==> src/rtl/dac_seq_pkg.sv <==
// Shared types and default widths for the DAC update sequencer.
package dac_seq_pkg;
  localparam int CH_BITS_DEF = 3;
  localparam int DATA_W_DEF  = 12;
  localparam int NUM_CH      = 2**CH_BITS_DEF;

  typedef enum logic [2:0] {BOOT, IDLE, LAUNCH, WAIT_BUSY, WAIT_DONE} seq_state_e;
endpackage

==> src/rtl/dac_rr_pick.sv <==
// Round-robin picker: first set bit of pend at or after ptr, wrapping.
module dac_rr_pick #(
  parameter int CH_BITS = 3
) (
  input  logic [2**CH_BITS-1:0] pend,
  input  logic [CH_BITS-1:0]    ptr,
  output logic                  vld,
  output logic [CH_BITS-1:0]    idx
);
  localparam int N = 2**CH_BITS;

  // Scan from the farthest offset down so the nearest pending channel wins.
  always_comb begin
    vld = 1'b0;
    idx = ptr;
    for (int i = N-1; i >= 0; i--) begin
      if (pend[ptr + CH_BITS'(i)]) begin
        vld = 1'b1;
        idx = ptr + CH_BITS'(i);
      end
    end
  end
endmodule

==> src/rtl/dac_sequencer.sv <==
// Shadow register file + dirty tracking feeding an SPI DAC one channel at a time.
module dac_sequencer
  import dac_seq_pkg::*;
#(
  parameter int CH_BITS        = CH_BITS_DEF,
  parameter int DATA_W         = DATA_W_DEF,
  parameter int REFRESH_CYCLES = 0,
  parameter int BUSY_TIMEOUT   = 16
) (
  input  logic                  clk,
  input  logic                  rst_n,
  input  logic                  wr_en,
  input  logic [CH_BITS-1:0]    wr_addr,
  input  logic [DATA_W-1:0]     wr_data,
  input  logic                  dac_idle,
  output logic [CH_BITS-1:0]    dac_address,
  output logic [DATA_W-1:0]     dac_value,
  output logic                  dac_trigger,
  output logic                  busy,
  output logic [2**CH_BITS-1:0] pending,
  output logic                  err
);
  localparam int N  = 2**CH_BITS;
  localparam int TW = $clog2(BUSY_TIMEOUT+1);

  seq_state_e               state, state_nx;
  logic [N-1:0][DATA_W-1:0] shadow;
  logic [CH_BITS-1:0]       ptr, pick_idx;
  logic                     pick_vld;
  logic [TW-1:0]            tcnt, tcnt_nx;
  logic                     boot_q;
  logic                     refresh_wrap;
  logic                     load, timeout, done;
  logic [N-1:0]             set_vec, clr_vec;

  dac_rr_pick #(.CH_BITS(CH_BITS)) u_pick (
    .pend (pending),
    .ptr  (ptr),
    .vld  (pick_vld),
    .idx  (pick_idx)
  );

  generate
    if (REFRESH_CYCLES > 0) begin : g_ref
      localparam int RW = (REFRESH_CYCLES > 1) ? $clog2(REFRESH_CYCLES) : 1;
      logic [RW-1:0] rcnt;
      assign refresh_wrap = (rcnt == RW'(REFRESH_CYCLES-1));
      always_ff @(posedge clk or negedge rst_n) begin
        if (!rst_n)            rcnt <= '0;
        else if (refresh_wrap) rcnt <= '0;
        else                   rcnt <= rcnt + 1'b1;
      end
    end else begin : g_noref
      assign refresh_wrap = 1'b0;
    end
  endgenerate

  // Timeout counter starts at launch so err lands BUSY_TIMEOUT clk after the trigger.
  always_comb begin
    state_nx = state;
    tcnt_nx  = tcnt;
    load     = 1'b0;
    timeout  = 1'b0;
    done     = 1'b0;
    case (state)
      BOOT:      if (dac_idle && boot_q) state_nx = IDLE;
      IDLE:      if (pick_vld) begin
                   load     = 1'b1;
                   tcnt_nx  = '0;
                   state_nx = LAUNCH;
                 end
      LAUNCH:    begin
                   tcnt_nx  = tcnt + 1'b1;
                   state_nx = WAIT_BUSY;
                 end
      WAIT_BUSY: if (!dac_idle) state_nx = WAIT_DONE;
                 else if (tcnt == TW'(BUSY_TIMEOUT-1)) begin
                   timeout  = 1'b1;
                   state_nx = IDLE;
                 end else tcnt_nx = tcnt + 1'b1;
      WAIT_DONE: if (dac_idle) begin
                   done     = 1'b1;
                   state_nx = IDLE;
                 end
      default:   state_nx = BOOT;
    endcase
  end

  // Sets are applied after clears, so a write/refresh/requeue beats the pick clear.
  always_comb begin
    set_vec = '0;
    clr_vec = '0;
    if (wr_en)        set_vec[wr_addr]     = 1'b1;
    if (timeout)      set_vec[dac_address] = 1'b1;
    if (refresh_wrap) set_vec              = '1;
    if (load)         clr_vec[pick_idx]    = 1'b1;
  end

  assign dac_trigger = (state == LAUNCH);

  always_ff @(posedge clk or negedge rst_n) begin
    if (!rst_n) begin
      state       <= BOOT;
      tcnt        <= '0;
      boot_q      <= 1'b0;
      ptr         <= '0;
      pending     <= '0;
      dac_address <= '0;
      dac_value   <= '0;
      busy        <= 1'b0;
      err         <= 1'b0;
    end else begin
      state   <= state_nx;
      tcnt    <= tcnt_nx;
      boot_q  <= (state == BOOT) && dac_idle;
      pending <= (pending & ~clr_vec) | set_vec;
      if (load) begin
        dac_address <= pick_idx;
        dac_value   <= shadow[pick_idx];
        busy        <= 1'b1;
      end
      if (timeout || done) busy <= 1'b0;
      if (timeout)         err  <= 1'b1;
      if (done)            ptr  <= dac_address + 1'b1;
    end
  end

  always_ff @(posedge clk or negedge rst_n) begin
    if (!rst_n)     shadow          <= '0;
    else if (wr_en) shadow[wr_addr] <= wr_data;
  end
endmodule

==> config.mk <==
export PLATFORM = sky130hd
export DESIGN_NAME = dac_sequencer
export DESIGN_NICKNAME = d
export VERILOG_FILES = /design/src/rtl/dac_seq_pkg.sv /design/src/rtl/dac_rr_pick.sv /design/src/rtl/dac_sequencer.sv
export SDC_FILE = /design/constraint.sdc
export NUM_CORES = 1
export LEC_CHECK = 0
export BUFFER_PORTS_ARGS = -buffer_cell sky130_fd_sc_hd__buf_4
export CAP_MARGIN = 20
export CORE_ASPECT_RATIO = 0.6
export CORE_UTILIZATION = 55
export DETAILED_ROUTE_END_ITERATION = 16
export HOLD_SLACK_MARGIN = 0.03
export PLACE_DENSITY = 0.71
export SYNTH_ARGS = -nofsm -noshare
export SYNTH_HDL_FRONTEND = slang
export SYNTH_HIERARCHICAL = 1
export SYNTH_SLANG_ARGS = --single-unit
==> constraint.sdc <==
create_clock -name clk -period 6.15 [get_ports clk]
set_clock_uncertainty 0.05 [all_clocks]
set_input_delay 1.23 -clock clk [delete_from_list [all_inputs] [get_ports clk]]
set_output_delay 1.23 -clock clk [all_outputs]
set_load 0.005 [all_outputs]
==> impl_results.md, run 1 <==
- Sequential element share of the synthesized area: 49.10%
- Syn Nets: between 500 and 600
- Clk buf depth: 2
- Worst hold start: err$_DFFE_PN0N_
- Crit path buffers/inverters: 2
- Hold crit path type: flop to flop
- GRT overflow: 0
- Via-per-instance ratio: slightly above 6
- Hold Buf Count CTS: 0
- RSZ-0062 raised after global routing: no
- Core area: 11,640 um^2
- Hold EP: err$_DFFE_PN0N_
- Syn Inst Count: 530
- Antenna diode count: 0
- Pleak: 3.300 nW
- Primary FF master, synth: dfrtp_1
- CTS clock-pin slew for the worst setup and hold paths: 0.06 ns
- Final wirelength: ~16,000 um
- CTS tree: done
- Hold Vio Cnt, Final: 0
- Post-synth top area share: about half
- Area leader, netlist: dfrtp_1
- Part of the cycle the worst path needs: 78.44%
- Synthesized area per cell: 12.79 um^2
- Post-synthesis register bit count: 133
- Max-cap violations: 0
- Synth top area cells: dfrtp_1 49%, mux2_2 19%, mux4_2 6.0%
- FFs w/ async S/R, synth: 100.0%
- Count of flip-flops with a built-in enable after synthesis: 0
- CP Class: flop to flop
- All-Layer GR Usage: 27.01%
- Wire per inst: 21.38 um
- Setup crit start kind: flop
- Port Buffers: 44
- Final setup fails: 0
- CTS buffer count: 17
- Distinct cells, synth: 56
- Hold Path Depth: 1
- Initial Utilization: between 50% and 60%
- DRC: 0
- Final Net Count: roughly 600
- CTS root buf: clkbuf_16
- Simple-gate share of the synthesized area: 7.420%
- Synth Area in Compound Gates: 8.952%
- Reg2reg end: dac_value[6]$_DFFE_PN0P_
- H-tree depth: 4
- Hpwl dp: approximately 10,000 um
- Layout area overhead: 16.13%
- Worst r2r path cells: 12
- Multiplexer area fraction after synthesis: about 30%
- Boundary Pins: 45
- Gpl congestion: 0.9784
- Max-slew violations: 0
- Main combinational cell family by area after synthesis: multiplexers
- Std cell rows: 30
- FMAX: 207.3 MHz
- Kind of cell adding the most delay to the critical path: compound AO/OA/AOI/OAI gates
- Area share of fa/ha/maj cells after synthesis: 0.9228%
- First drt pass iteration count: 5
- Antenna violations before repair: 0
- Largest net degree at the start of global routing: 85
- Max VDD drop: 0.3057 mV
- Required time of the worst setup path: 6.41 ns
- Yosys warns: 6
- Slew @ Worst Pin: ~1.0 ns
- Kind of end point of the critical path: flop
- Fraction of layout cells with a size suffix above 1: 38.70%
- Power Total: 5.022 mW
- Worst slew margin: 30.01%
- R2R Setup Slk: between 1 and 1.5 ns
- CTS sink cnt: 133
- Worst path max stage delay: 0.85 ns
- Xor and xnor fraction of the mapped netlist area: 0.6460%
- Via count: 4,578
- First-pass GRT wire length: 26,000 um
- Slowest-stage cell, CP: dfrtp_1
- Post-Route Setup TNS: 0 ns
- Die Area: 12,790 um^2
- Status: completed
- Crit path cell chain: inv_2, ha_1, mux4_2, mux2_4, and2_1, mux2i_1, o21a_1, o31a_1, inv_1, a221oi_1, a31oi_1, o22a_1
- RR Startpoint: ptr[0]$_DFFE_PN0P_
- Vias in the first global route: 4,756
- Synthesized cell area: a little under 7000 um^2
- Fin crit period: 4.824 ns
- Worst-skew pair later-pin latency: 0.42 ns
- Crit path max fanout: 18
- Die Height: 88.00 um
- Final Util: slightly below 70%
- Setup Fix Bufs, Post-CTS: 0
- Crit path arrival time: roughly 5 ns
- 1st-iter DRT viols: 425
- PwrDens: 637.9 nW/um^2
- Die W: ~150 um
- Post-route ant nets: 0
- CTS resizes: 0
-- flip-flops by register name, indices dropped and copies added, names as in the netlist --
signal and count:
dac_value 12, pending 8, ptr 3, boot_q 1, dac_address 3, shadow 96, tcnt 5, err 1
busy 1, state 3
-- cells in the final DEF, fill, tap and decap left out, types with 6 or more instances in the layout --
master	n
a21oi_1	15
a221oi_1	8
buf_4	51
clkbuf_16	17
dfrtp_1	133
inv_1	11
mux2_2	113
mux2i_1	26
mux4_2	18
nand2_1	26
nand2b_1	8
nand3_1	12
nor2_1	19
o211ai_1	8
o21ai_0	18
o22a_1	6
-- kinds of logic (layout without fill, tap and decap cells) --
group / count (synthesis) / count (layout)
buffers and inverters: 43 / 97
muxes: 159 / 159
and+or+nand+nor: 96 / 96
xor gates and xnor gates: 5 / 5
DFF: 133 / 133
adders and majority gates: 5 / 5
AOI/OAI and AO/OA: 89 / 89
-- worst register-to-register path, cell delays in order (launching register included) --
cell      delay, ns
dfrtp_1        0.85
inv_2          0.18
ha_1           0.46
mux4_2         0.42
mux2_4         0.31
and2_1         0.16
mux2i_1        0.13
o21a_1         0.14
o31a_1         0.80
inv_1          0.47
a221oi_1       0.46
a31oi_1        0.09
o22a_1         0.19
-- worst max-delay path by stage --
stage                            start                        end  slack [ns]  cells after the start
floorplan           ptr[1]$_DFFE_PN0P_  dac_value[11]$_DFFE_PN0P_        2.37                     14
global placement    ptr[0]$_DFFE_PN0P_   dac_value[8]$_DFFE_PN0P_        1.55                     12
detailed placement  ptr[0]$_DFFE_PN0P_   dac_value[0]$_DFFE_PN0P_        1.40                     12
CTS                 ptr[0]$_DFFE_PN0P_   dac_value[6]$_DFFE_PN0P_        1.32                     12
global route        ptr[0]$_DFFE_PN0P_   dac_value[6]$_DFFE_PN0P_        0.98                     12
finish              ptr[0]$_DFFE_PN0P_   dac_value[6]$_DFFE_PN0P_        1.33                     12
-- power breakdown --
part / internal, mW / total, mW / switching [mW]
sequential: 1.12 / 1.37 / 0.250
combinational: 1.20 / 2.51 / 1.31
clock: 0.753 / 1.14 / 0.389
total: 3.07 / 5.02 / 1.95
-- layout make-up --
type                       count  area [um^2]
fill                         833         3764
tap                          160        200.2
inverter                      13        48.80
clock inverter                11        196.4
timing repair buffer          52        410.4
clock buffer                  21        470.5
sequential                   133         3328
multi-input combinational    354         3218
-- per-layer routing --
| layer | global-route usage [%] | part of all wire (%) | up-vias |
|---|---|---|---|
| met5 | 0 | 0 | - |
| met4 | 8.421 | 1.4 | 0 |
| met3 | 6.979 | 6.2 | 20 |
| met2 | 43.75 | 46 | 158 |
| met1 | 36.37 | 46 | 2344 |
| li1 | - | - | 2056 |
-- synth_stat cells, types with 4 or more instances --
library cell	n
nor2b_1	4
a21oi_1	15
nand2b_1	8
buf_6	7
dfrtp_1	133
a31oi_1	5
a221oi_1	8
mux2_2	113
ha_1	5
nand2_1	26
xnor2_1	5
buf_2	12
buf_4	8
o22a_1	6
mux4_2	18
mux2i_1	26
o211ai_1	8
nand3_1	12
nor2_1	19
o21ai_0	18
inv_1	11
-- metrics by stage --
stage | hold WS [ns] | setup slack (ns) | cells | area, um^2
floorplan | 0.3980 | 2.372 | 530 | 6779
global placement | 0.4060 | 1.552 | 711 | 7178
detailed placement | 0.4083 | 1.397 | 711 | 7178
CTS | 0.4236 | 1.322 | 743 | 7845
global route | 0.4493 | 0.9793 | 744 | 7873
finish | 0.4201 | 1.326 | 744 | 7873
No activity file was read; power rests on OpenSTA's default activity.
==> run 2: changes to the inputs <==
--- a/config.mk
+++ b/config.mk
@@ -5,13 +5,14 @@
 export SDC_FILE = /design/constraint.sdc
 export NUM_CORES = 1
 export LEC_CHECK = 0
+export ABC_AREA = 1
 export BUFFER_PORTS_ARGS = -buffer_cell sky130_fd_sc_hd__buf_4
 export CAP_MARGIN = 20
 export CORE_ASPECT_RATIO = 0.6
 export CORE_UTILIZATION = 55
 export DETAILED_ROUTE_END_ITERATION = 16
 export HOLD_SLACK_MARGIN = 0.03
-export PLACE_DENSITY = 0.71
+export PLACE_DENSITY = 0.74
 export SYNTH_ARGS = -nofsm -noshare
 export SYNTH_HDL_FRONTEND = slang
 export SYNTH_HIERARCHICAL = 1
==> constraint.sdc (replaced) <==
create_clock -name clk -period 4.1 [get_ports clk]
set_clock_uncertainty 0.05 [all_clocks]
set_input_delay 0.82 -clock clk [delete_from_list [all_inputs] [get_ports clk]]
set_output_delay 0.82 -clock clk [all_outputs]
set_load 0.005 [all_outputs]
==> run 2 against run 1 <==
Synthesized cell count grew 78%. First-iteration DRC count is 35% higher. Critical path depth increased by 7. Largest power group unchanged.
==> impl_results.md, run 2 <==
- Top cells by count, synth: 282 x nand2_1, 137 x inv_1, 133 x dfrtp_1
- Crit-path most repeated cell: nand2_1
- Slew @ Worst Pin: 0.9468 ns (-0.1030 ns)
- Fin crit period: 3.515 ns (-1.309 ns)
- CTS root buf: clkbuf_16
- Fraction of layout cells with a size suffix above 1: 14.21% (-24 points)
- Synthesized area per cell: 7.520 um^2 (-41%)
- RSZ-0062 raised after global routing: no
- Post-Route Setup TNS: 0 ns (unchanged)
- Worst-skew pair later-pin latency: 0.42 ns (about the same)
- Kind of end point of the critical path: flop
- Hpwl dp: 11,980 um (+19%)
- Post-synth top area share: 46.78% (-2.3 points)
- Multiplexer area fraction after synthesis: 0% (-29 points)
- Antenna violations before repair: 0 (unchanged)
- Top flop regs: shadow: 96 flops, dac_value: 12 flops, pending: 8 flops
- CTS clock-pin slew for the worst setup and hold paths: 0.06 ns (about the same)
- Clk buf depth: 2 (unchanged)
- Most frequent cells in the layout: 281 x nand2_1, 137 x inv_1, 133 x dfrtp_1
- Wire per inst: 15.63 um (-27%)
- Part of the cycle the worst path needs: 85.73% (+7.3 points)
- Status: completed
- Die Area: 13,410 um^2 (+4.9%)
- FFs w/ async S/R, synth: 100.0% (unchanged)
- Max FFs per register: 96 (unchanged)
- GRT overflow: 0 (unchanged)
- Register area: 3328 um^2 (unchanged)
- Vias in the first global route: 5,627 (+18%)
- Via count: 6,063 (+32%)
- Hold crit path type: primary input to asynchronous set/reset pin
- Final wirelength: 18,080 um (+14%)
- RR Startpoint: ptr[0]$_DFFE_PN0P_
- Synth top area cells: dfrtp_1 47%, nand2_1 15%, o21ai_0 8.3%
- Distinct cells, synth: 35 (-38%)
- Layout area overhead: 13.28%
- Gpl congestion: 0.9804 (+0.20%)
- Hold Buf Count CTS: 0 (unchanged)
- Filler cell count: 1,070 (+28%)
- All-Layer GR Usage: 30.07% (+3.1 points)
- CTS resizes: 0 (unchanged)
- Initial Utilization: 57.68% (-0.58 points)
- Yosys warns: 6 (unchanged)
- Crit path max fanout: 14 (-4)
- Worst Setup SP: ptr[0]$_DFFE_PN0P_
- First drt pass iteration count: 5 (unchanged)
- Pleak: 4.060 nW (+23%)
- CTS sink cnt: 133 (unchanged)
- PwrDens: 939.0 nW/um^2 (+47%)
- First-pass GRT wire length: 30,530 um (+17%)
- Max-cap violations: 0 (unchanged)
- Largest net degree at the start of global routing: 90 (+5.9%)
- 1st-iter DRT viols: 573 (+35%)
- Power Total: 7.568 mW (+51%)
- Antenna diode count: 0 (unchanged)
- Most flops, register: shadow
- Area leader, netlist: dfrtp_1
- Die Height: 90.10 um (+2.4%)
- H-tree depth: 4 (unchanged)
- CP Class: flop to flop
- Final Net Count: 1,003 (+69%)
- Multi-input logic area: 2988 um^2 (-7.2%)
- Area share of fa/ha/maj cells after synthesis: 0.8794% (-0.043 points)
- Final setup fails: 0 (unchanged)
- Most common cell after layout, fill and taps aside: nand2_1
- Main combinational cell family by area after synthesis: simple AND/OR/NAND/NOR gates
- Slowest-stage cell, CP: dfrtp_1
- Port Buffers: 44 (unchanged)
- Synth Area in Compound Gates: 10.25% (+1.3 points)
- Post-route ant nets: 0 (unchanged)
- Core area: 12,330 um^2 (+6.0%)
- Sequential element share of the synthesized area: 46.78% (-2.3 points)
- Hold Vio Cnt, Final: 0 (unchanged)
- Xor and xnor fraction of the mapped netlist area: 0.8266% (+0.18 points)
- Syn Inst Count: 946 (+78%)
- Count of flip-flops with a built-in enable after synthesis: 0 (unchanged)
- CTS buffer count: 17 (unchanged)
- Setup crit start kind: flop
- Top-count cell post-synth: nand2_1
- Boundary Pins: 45 (unchanged)
- Via-per-instance ratio: 5.240 (-15%)
- Worst slew margin: 36.68% (+6.7 points)
- Syn Nets: 970 (+75%)
- Primary FF master, synth: dfrtp_1
- Required time of the worst setup path: 4.32 ns (-2.09 ns)
- Setup Fix Bufs, Post-CTS: 0 (unchanged)
- Max-slew violations: 0 (unchanged)
- DRC: 0 (unchanged)
- Die W: 148.8 um (+2.4%)
- CTS tree: done
- Simple-gate share of the synthesized area: 30.00% (+23 points)
- Worst path max stage delay: 0.64 ns (-0.21 ns)
- FMAX: 284.5 MHz (+37%)
- Crit path cell chain: inv_8, ha_1, inv_2, nand3_1, nand3_2, nand2_1, nand3_1, nand3_1, nand3_1, nand2_1, nand2_1, nand2_1, nand2_1, nand2_1, nand2_1, inv_1, nand2_1, o21ai_0, o211ai_1
- Synthesized cell area: 7114 um^2 (+4.9%)
- Crit path arrival time: 3.74 ns (-1.34 ns)
- Std cell rows: 31 (+3.3%)
- Max VDD drop: 0.6686 mV (+120%)
- Post-synthesis register bit count: 133 (unchanged)
-- run 2: cell count changes after synthesis, moves of 9 or more --
cell and delta:
nand3_2 +16, nand2_1 +256, mux4_2 -18, nand3_1 +81, nor2_1 +25, a21oi_1 -9
mux2i_1 -26, mux2_2 -113, inv_1 +126, o21ai_0 +100
-- run 2: path summary, 6_finish.rpt --
kind	endpoint	slack [ns]	cells after the start
worst max-delay path	pending[6]$_DFF_PN0_	0.59	19
worst min-delay path	shadow[4]$_DFFE_PN0P_	0.41	1
worst max register to register	pending[6]$_DFF_PN0_	0.59	19
worst min register to register	err$_DFFE_PN0N_	0.43	1
max in group asynchronous	dac_value[5]$_DFFE_PN0P_	2.74	2
min in group clk	err$_DFFE_PN0N_	0.43	1
-- run 2: logic make-up after synthesis --
kind of cell | Yosys count
compound gates | 142
simple gates | 474
fa+ha+maj | 5
xor+xnor | 5
flops | 133
buf+inv | 187
-- run 2: power breakdown --
part,switching (mW),internal (mW)
Combinational,2.75,1.41
Sequential,0.310,1.66
Clock,0.603,0.837
-- run 2: worst max-delay path: cells and delay by family (launching register included) --
| family | cells | cell delay (ns) |
|---|---|---|
| simple gates | 13 | 1.20 |
| buf+inv | 3 | 0.71 |
| flops | 1 | 0.64 |
| fa+ha+maj | 1 | 0.43 |
| compound gates | 2 | 0.30 |
-- run 2: cell type report --
type,instances,share of cell area [%]
Multi-Input combinational cell,626,37.08
Tap cell,165,2.562
Clock buffer,18,5.325
Clock inverter,14,1.630
Sequential cell,133,41.30
Timing Repair Buffer,52,5.046
Inverter,149,7.064
-- run 2: layer usage --
metal | up-vias | part of all wire (%) | GRT usage (%)
met5 | - | 0 | 0
met4 | 0 | 1.2 | 7.823
met3 | 22 | 10 | 10.20
met2 | 239 | 39 | 38.63
met1 | 2778 | 50 | 47.25
li1 | 3024 | - | -
-- run 2: through the flow --
step           hold slack, ns  instance area (um^2)  setup WS (ns)  instances  utilization (%)
2_1_floorplan          0.4030                  7114          1.358        946                -
3_3_place_gp           0.4085                  7498         0.7349       1125            60.79
3_5_place_dp           0.4076                  7498         0.7084       1125            60.79
4_1_cts                0.4317                  8059         0.6995       1157            65.34
5_1_grt                0.4464                  8059         0.2935       1157            65.34
6_report               0.4134                  8059         0.5851       1157            65.34
==> run 3: changes to the inputs <==
--- a/config.mk
+++ b/config.mk
@@ -12,7 +12,7 @@
 export CORE_UTILIZATION = 55
 export DETAILED_ROUTE_END_ITERATION = 16
 export HOLD_SLACK_MARGIN = 0.03
-export PLACE_DENSITY = 0.74
+export PLACE_DENSITY = 0.71
 export SYNTH_ARGS = -nofsm -noshare
 export SYNTH_HDL_FRONTEND = slang
 export SYNTH_HIERARCHICAL = 1
==> constraint.sdc (replaced) <==
create_clock -name clk -period 4.5 [get_ports clk]
set_clock_uncertainty 0.05 [all_clocks]
set_input_delay 0.9 -clock clk [delete_from_list [all_inputs] [get_ports clk]]
set_output_delay 0.9 -clock clk [all_outputs]
set_load 0.005 [all_outputs]
==> run 3 against run 2 <==
Flip-flop and latch count did not move. Setup slack improved by 0.48 ns. Design area barely moved. Via count rose by 1.0%. Worst hold slack improved by 0.010 ns. Critical path type unchanged. Critical endpoint unchanged. Largest power group unchanged. Highest routed layer is now met5.
==> impl_results.md, run 3 (synthesis gave the netlist of run 2 again) <==
- Status: completed
- Top flop regs: shadow: 96 flops, dac_value: 12 flops, pending: 8 flops
- 1st-iter DRT viols: 649 (+13%)
- H-tree depth: 4 (unchanged)
- Die Height: 90.10 um (unchanged)
- Filler cell count: 1,065 (-0.47%)
- Crit path max fanout: 14 (unchanged)
- FMAX: 291.3 MHz (+2.4%)
- Fraction of layout cells with a size suffix above 1: 14.31% (+0.10 points)
- Gpl congestion: 0.9637 (-1.7%)
- Core area: 12,330 um^2 (unchanged)
- GRT overflow: 0 (unchanged)
- RSZ-0062 raised after global routing: no
- Pleak: 4.085 nW (+0.62%)
- Dpl cells: 1,125 (unchanged)
- Setup crit start kind: flop
- CTS root buf: clkbuf_16
- Worst slew margin: 52.06% (+15 points)
- Required time of the worst setup path: 4.72 ns (+0.40 ns)
- CP Class: flop to flop
- Max FFs per register: 96 (unchanged)
- Slew @ Worst Pin: 0.7192 ns (-0.2276 ns)
- Post-Route Setup TNS: 0 ns (unchanged)
- Met1 usage: 47.13% (-0.12 points)
- Die Area: 13,410 um^2 (unchanged)
- PwrDens: 855.4 nW/um^2 (-8.9%)
- First-pass GRT wire length: 30,420 um (-0.36%)
- Vias in the first global route: 5,680 (+0.94%)
- Max VDD drop: 0.3927 mV (-41%)
- Final setup fails: 0 (unchanged)
- Hold crit path type: flop to flop
- Std cell rows: 31 (unchanged)
- Kind of end point of the critical path: flop
- Antenna diode count: 0 (unchanged)
- Most common cell after layout, fill and taps aside: nand2_1
- Setup Fix Bufs, Post-CTS: 0 (unchanged)
- First drt pass iteration count: 5 (unchanged)
- Hold Vio Cnt, Final: 0 (unchanged)
- Crit path arrival time: 3.65 ns (-0.09 ns)
- Boundary Pins: 45 (unchanged)
- Fin crit period: 3.433 ns (-0.08176 ns)
- Initial Utilization: 57.68% (unchanged)
- Port Buffers: 44 (unchanged)
- Part of the cycle the worst path needs: 76.29% (-9.4 points)
- Via-per-instance ratio: 5.295 (+1.0%)
- Most flops, register: shadow
- Wire per inst: 15.75 um (+0.79%)
- Post-route insts no fill: 1,157 (unchanged)
- GR met3 Demand/Resource: 7.868% (-2.3 points)
- Final wirelength: 18,230 um (+0.79%)
- Hpwl dp: 11,980 um (about the same)
- Max-slew violations: 0 (unchanged)
- Max-cap violations: 0 (unchanged)
- Die W: 148.8 um (unchanged)
- Clk buf depth: 2 (unchanged)
- CTS clock-pin slew for the worst setup and hold paths: 0.06 ns (about the same)
- Post-route ant nets: 0 (unchanged)
- Via count: 6,126 (+1.0%)
- Gr busiest metal: met1
- Register area: 3328 um^2 (unchanged)
- Largest net degree at the start of global routing: 80 (-11%)
- Worst-skew pair later-pin latency: 0.42 ns (about the same)
- CTS resizes: 0 (unchanged)
- Multi-input logic area: 2988 um^2 (unchanged)
- All-Layer GR Usage: 29.79% (-0.28 points)
- Antenna violations before repair: 1 (+1)
- CTS buffer count: 17 (unchanged)
- Final Net Count: 1,004 (+0.10%)
- Met2 Usage GRT: 39.95% (+1.3 points)
- CTS tree: done
- DRC: 0 (unchanged)
- Layout area overhead: 13.37% (about the same)
- Hold Buf Count CTS: 0 (unchanged)
- CTS sink cnt: 133 (unchanged)
- Most frequent cells in the layout: 281 x nand2_1, 137 x inv_1, 133 x dfrtp_1
## run 3: worst max-delay path, cell delays in order, from the launching register on
cell      delay (ns)
dfrtp_1         0.63
inv_8           0.08
ha_1            0.40
inv_2           0.17
nand3_1         0.15
nand3_2         0.12
nand2_2         0.08
inv_2           0.07
nand3_2         0.08
nand2_1         0.06
nand2_1         0.04
nand3_1         0.06
nand2_1         0.05
nand2_1         0.05
nand2_1         0.04
nand2_1         0.15
nand2_1         0.07
inv_1           0.53
nand2_1         0.09
o21ai_0         0.19
o211ai_1        0.11
## run 3: worst paths after layout
| check | from | end | slack [ns] | cells after the start |
|---|---|---|---|---|
| min | err$_DFFE_PN0N_ | err$_DFFE_PN0N_ | 0.42 | 1 |
| max | ptr[0]$_DFFE_PN0P_ | pending[6]$_DFF_PN0_ | 1.07 | 20 |
| max reg2reg | ptr[0]$_DFFE_PN0P_ | pending[6]$_DFF_PN0_ | 1.07 | 20 |
| max in group asynchronous | rst_n | shadow[16]$_DFFE_PN0P_ | 3.10 | 2 |
| min reg2reg | err$_DFFE_PN0N_ | err$_DFFE_PN0N_ | 0.42 | 1 |
| min in group asynchronous | rst_n | shadow[87]$_DFFE_PN0P_ | 0.44 | 1 |
## run 3: routing by layer
metal	vias up	share of wire, %
met5	-	0.071
met4	2	0.75
met3	14	10
met2	277	39
met1	2813	50
li1	3020	-
## run 3: power by group
group	total [mW]	internal (mW)	switching, mW
sequential	1.79	1.51	0.279
combinational	3.78	1.25	2.53
clock	1.33	0.806	0.527
total	6.90	3.56	3.34
## run 3: area by class of cell
type,instances,area share [%]
timing repair buffer,53,5.073
sequential,133,41.27
clock buffer,17,5.275
clock inverter,14,1.722
tap,165,2.560
multi-input combinational,626,37.05
inverter,149,7.059
## run 3: per-stage QoR
step | total power [mW] | setup WS, ns | hold WS, ns | cell area (um^2) | util, %
after floorplan | 4.512 | 1.758 | 0.4030 | 7114 | -
after global placement | 5.470 | 1.229 | 0.4023 | 7486 | 60.69
after detailed placement | 5.476 | 1.171 | 0.4112 | 7486 | 60.69
after CTS | 6.837 | 1.148 | 0.4247 | 8050 | 65.27
after global routing | 7.494 | 0.8185 | 0.4387 | 8065 | 65.39
final | 6.899 | 1.067 | 0.4236 | 8065 | 65.39
